### src/rtl/eth_status_counters.sv
// Ethernet status event counters: per-event saturating counters, sticky flags, snapshot bank, error irq.
// Latency: event -> counter/sticky 2 edges, sticky -> irq 1 edge, rd_en -> rd_data/rd_valid 1 edge.
// Backpressure: none; every input pulse is consumed each cycle and reads are accepted every cycle.
module eth_status_counters #(
    parameter int          NUM_EVENTS = 9,
    parameter int          CNT_WIDTH  = 32,
    parameter logic [15:0] ERR_MASK   = 16'h00FA
) (
    input  logic                 clk,
    input  logic                 rst,
    input  logic [15:0]          status_in,
    input  logic                 snap,
    input  logic                 clr,
    input  logic [15:0]          clr_mask,
    input  logic [15:0]          sticky_clr,
    input  logic                 rd_en,
    input  logic [3:0]           rd_addr,
    output logic [CNT_WIDTH-1:0] rd_data,
    output logic                 rd_valid,
    output logic [15:0]          sticky,
    output logic                 irq
);

    // Bits at or above NUM_EVENTS have no counter and no sticky flag.
    localparam logic [15:0] EVT_MASK = 16'((32'd1 << NUM_EVENTS) - 32'd1);

    logic [15:0]          status_q;
    logic [CNT_WIDTH-1:0] cnt      [NUM_EVENTS];
    logic [CNT_WIDTH-1:0] snap_cnt [NUM_EVENTS];
    logic [15:0]          clr_sel;
    logic [CNT_WIDTH-1:0] rd_mux;

    // Per-counter clear select, restricted to counters that exist.
    assign clr_sel = clr ? (clr_mask & EVT_MASK) : 16'h0000;

    // Register the incoming event pulses once; everything downstream counts from status_q.
    always_ff @(posedge clk or posedge rst) begin
        if (rst) begin
            status_q <= '0;
        end else begin
            status_q <= status_in;
        end
    end

    // Live counters: clear (keeping a same-cycle event as 1) beats increment; saturate at all-ones.
    always_ff @(posedge clk or posedge rst) begin
        if (rst) begin
            for (int i = 0; i < NUM_EVENTS; i++) begin
                cnt[i] <= '0;
            end
        end else begin
            for (int i = 0; i < NUM_EVENTS; i++) begin
                if (clr_sel[i]) begin
                    cnt[i] <= CNT_WIDTH'(status_q[i]);
                end else if (status_q[i] && (cnt[i] != {CNT_WIDTH{1'b1}})) begin
                    cnt[i] <= cnt[i] + CNT_WIDTH'(1);
                end
            end
        end
    end

    // Snapshot bank: all counters captured on one edge with their pre-update values.
    always_ff @(posedge clk or posedge rst) begin
        if (rst) begin
            for (int i = 0; i < NUM_EVENTS; i++) begin
                snap_cnt[i] <= '0;
            end
        end else if (snap) begin
            for (int i = 0; i < NUM_EVENTS; i++) begin
                snap_cnt[i] <= cnt[i];
            end
        end
    end

    // Sticky flags: set from status_q, write-one-to-clear; a same-cycle set wins over the clear.
    always_ff @(posedge clk or posedge rst) begin
        if (rst) begin
            sticky <= '0;
        end else begin
            sticky <= ((sticky & ~sticky_clr) | status_q) & EVT_MASK;
        end
    end

    // Error interrupt follows the masked sticky flags one cycle later.
    always_ff @(posedge clk or posedge rst) begin
        if (rst) begin
            irq <= 1'b0;
        end else begin
            irq <= |(sticky & ERR_MASK);
        end
    end

    // Read mux: counter addresses come from the snapshot bank, 4'hF is the live sticky word.
    always_comb begin
        rd_mux = '0;
        if (rd_addr == 4'hF) begin
            rd_mux = CNT_WIDTH'(sticky);
        end else begin
            for (int i = 0; i < NUM_EVENTS; i++) begin
                if (rd_addr == 4'(i)) begin
                    rd_mux = snap_cnt[i];
                end
            end
        end
    end

    // Read return register: one-cycle valid, data holds when no read is issued.
    always_ff @(posedge clk or posedge rst) begin
        if (rst) begin
            rd_valid <= 1'b0;
            rd_data  <= '0;
        end else begin
            rd_valid <= rd_en;
            if (rd_en) begin
                rd_data <= rd_mux;
            end
        end
    end

endmodule
### config.mk
export PLATFORM = sky130hd
export DESIGN_NAME = eth_status_counters
export DESIGN_NICKNAME = d
export VERILOG_FILES = /design/src/rtl/eth_status_counters.sv
export SDC_FILE = /design/constraint.sdc
export NUM_CORES = 2
export LEC_CHECK = 0
export ABC_CLOCK_PERIOD_IN_PS = 59400
export CORE_MARGIN = 10
export CORE_UTILIZATION = 45
export CTS_BUF_LIST = sky130_fd_sc_hd__clkbuf_2 sky130_fd_sc_hd__clkbuf_4 sky130_fd_sc_hd__clkbuf_8
export DETAILED_ROUTE_END_ITERATION = 12
export GPL_TIMING_DRIVEN = 0
export SLEW_MARGIN = 20
export SYNTH_ARGS = -nofsm -noshare
export SYNTH_HDL_FRONTEND = slang
export SYNTH_SLANG_ARGS = --single-unit
### constraint.sdc
create_clock -name clk -period 59.4 [get_ports clk]
set_clock_uncertainty 0.1 [all_clocks]
set_input_delay 8.91 -clock clk [delete_from_list [all_inputs] [get_ports clk]]
set_output_delay 8.91 -clock clk [all_outputs]
set_load 0.02 [all_outputs]
==> results.toml <==
[grt]
grt_pass1_wl_mm = 150
grt_pass1_vias = 24900
grt_usage_pct = 24.3
antenna_found_initial = 4
grt_max_degree = 107
overflow = 0

[critical_path]
cp.arrival_ps = 12190
path_cells = "clkdlybuf4s50_1, clkbuf_1, nor3b_1, clkbuf_1, a22oi_1, o221ai_1, o21ai_0, a22oi_1"
reg2reg_from = "cnt[108]$_DFFE_PP0P_"
endpoint_kind = "register"
critPathMaxStageDelay_ps = 600
critPathLaunchType = "input port"
critPathRequiredTime_ps = 59970
cp_max_fo = 10
setup.worst_path.start = "rd_addr[2]"
critical_path_class = "input port to register"
crit_slowest_cell = "clkdlybuf4s50_1"

[cts]
clockBufferDepth = 3
clock_sinks = 628
cts_resized = 0
htreeDepth = 3
cts_hold_buf = 0
cts_setup_buffers = 0
path_clk_slew_ps = 60
cts_made_buffers = 107
insertion_delay_ps = 740
cts_tree = "built"
cts-root-buf = "clkbuf_8"

[sta]
finalMaxSlewViolations = 0
hold_violations = 0
period_minus_slack_ps = 11620
worst_pin_slew_ps = 1100
holdWs_ps = 405
tns_ps = 0
rsz0062_at_grt = "no"
period_share_pct = 19.6
fmax_mhz = 86.0
setup_viol = 0
setup_ws_ps = 47780
relSlewSlack_pct = 26.8

[die]
initial_core_util_pct = 45.4
rows = 96
die_area_um2 = 79900
dieWidth_um = 283
die-height_um = 283
core_um2 = 68500
io_pins = 107

[logic_synthesis]
synthArstFlopShare_pct = 100
ys_seq_area_share_pct = 50.6
syn_area_um2 = 31100
ys.flop_type = "dfrtp_1"
synth_seq_cells = 628
synth-edff-count = 0
synth-warning-count = 0
synth_cells = 2922
ys_types = 84
avgSynthCellArea_um2 = 10.6

[routing]
routed_via_density = 6.19
wl_per_cell_um = 23.9
firstDrtPassIters = 6
wl_mm = 97.8
drcViolationCount = 0
vias = 25300
drtAntennaViolNets = 0
drt-initial-drc-count = 2282

[placement]
dp_cells = 3891
place_worst_setup_slack_ps = 47130
place_congestion = 0.970
hpwl_mm = 72.6
io_buffers = 74

[layout]
nets = 3184
stdcell_count = 4085
final_util_pct = 51.8
area_growth_pct = 14.3
drive_gt1_share_pct = 18.5

[status]
status = "completed"

[run]
cap_violations = 0

[power_and_ir_drop]
vdd_drop_max_mv = 0.0168
leakagePower_nw = 15.0
powerDensity_nw_per_um2 = 27.0

[hold_path]
hold_path_class = "register to register"
hp-start = "snap_cnt[244]$_DFFE_PP0P_"
## cell type report
class,count,area (µm²)
antenna,3,7.51
tap,882,1100
sequential,628,15700
buffer,180,758
multi-input combinational,2062,14400
inverter,58,225
clock buffer,172,2120
timing repair buffer,81,933
fill,6140,33000
clock inverter,19,220
## Yosys cell counts, types with 17 or more instances
library cell / number / share of area (%)
inv_1: 58 / 0.70
o21ai_0: 141 / 2.3
nand2b_1: 31 / 0.62
a22oi_1: 50 / 1.2
and3_1: 30 / 0.60
and2_1: 25 / 0.50
nand2_1: 183 / 2.2
a21oi_1: 194 / 3.1
a2111oi_0: 21 / 0.59
o211ai_1: 34 / 0.82
nand4_1: 87 / 1.8
o221ai_1: 28 / 0.79
nor4_1: 36 / 0.73
dfrtp_1: 628 / 51
buf_1: 18 / 0.22
o31ai_1: 49 / 1.2
a211oi_1: 19 / 0.46
a31oi_1: 17 / 0.34
or3_1: 89 / 1.8
nor2_1: 146 / 1.8
xnor2_1: 69 / 1.9
clkbuf_1: 131 / 1.6
mux2i_1: 17 / 0.55
nand3_1: 136 / 2.2
nor3_1: 26 / 0.42
or4_1: 67 / 1.6
mux2_2: 316 / 11
and4_1: 46 / 1.3
## power by group
group | switching [mW] | leakage [nW] | internal [mW]
combinational | 0.0467 | 5.17 | 0.0276
sequential | 0.0161 | 8.61 | 0.440
clock | 0.189 | 1.25 | 0.240
## cells by family (layout without fill, tap and decap cells)
logic type | count (synthesis) | count (layout) | synth area share [%]
buffers and inverters | 238 | 510 | 3.13
other | 1 | 10 | 0.0121
muxes | 336 | 336 | 12.2
AOI/OAI and AO/OA | 685 | 685 | 14.6
xor gates and xnor gates | 76 | 76 | 2.14
adders and majority gates | 9 | 9 | 0.363
DFF | 628 | 628 | 50.6
and+or+nand+nor | 949 | 949 | 16.9
## metrics by stage
stage | total power [mW] | cell area [µm²]
2_1_floorplan | 0.503 | 31100
3_3_place_gp | 0.534 | 32900
3_5_place_dp | 0.537 | 33100
4_1_cts | 0.966 | 35500
5_1_grt | 0.993 | 35500
6_report | 0.959 | 35500
## worst paths after layout
check	to	slack [ps]	cells past startpoint
max in group asynchronous	snap_cnt[276]$_DFFE_PP0P_	49150	4
min in group asynchronous	status_q[4]$_DFF_PP0_	8560	2
max	rd_data[21]$_DFFE_PP0P_	47780	8
max reg2reg	cnt[127]$_DFFE_PP0P_	56690	6
min	snap_cnt[244]$_DFFE_PP0P_	410	1
min reg2reg	snap_cnt[244]$_DFFE_PP0P_	410	1
## sequential cells by signal (all words and copies together), names as in the netlist
signal	flops
cnt	288
irq	1
rd_data	32
rd_valid	1
snap_cnt	288
status_q	9
sticky	9
## placed cells by master (no fill, tap or decap), types with 12 or more instances in the layout
cell,Yosys,final
a2111oi_0,21,21
a211oi_1,19,19
a21oi_1,194,194
a22oi_1,50,50
a31oi_1,17,17
and2_1,25,25
and3_1,30,30
and4_1,46,46
buf_1,18,18
buf_2,15,15
buf_4,14,14
clkbuf_1,131,129
clkbuf_4,0,39
clkbuf_8,0,133
clkdlybuf4s50_1,0,74
dfrtp_1,628,628
inv_1,58,57
mux2_2,316,316
mux2i_1,17,17
nand2_1,183,183
nand2b_1,31,31
nand3_1,136,136
nand4_1,87,87
nor2_1,146,146
nor3_1,26,26
nor4_1,36,34
o211ai_1,34,34
o21a_1,12,12
o21ai_0,141,141
o221ai_1,28,28
o22ai_1,16,16
o31ai_1,49,49
or3_1,89,89
or4_1,67,67
xnor2_1,69,69
## metal layers
metal | part of all wire (%) | global-route usage (%) | routed length, µm | vias up
li1 | - | - | - | 11400
met1 | 43 | 32.5 | 42000 | 12700
met2 | 46 | 38.3 | 44800 | 920
met3 | 6.7 | 4.64 | 6510 | 223
met4 | 4.5 | 10.4 | 4440 | 0
met5 | 0 | 0 | 0 | -
## critical path: cells and delay by family
kind	cells	cell delay, ps
buffers and inverters	3	1530
AOI/OAI and AO/OA	4	1350
and+or+nand+nor	1	380
Note: power is estimated with default switching activity, not from simulation.
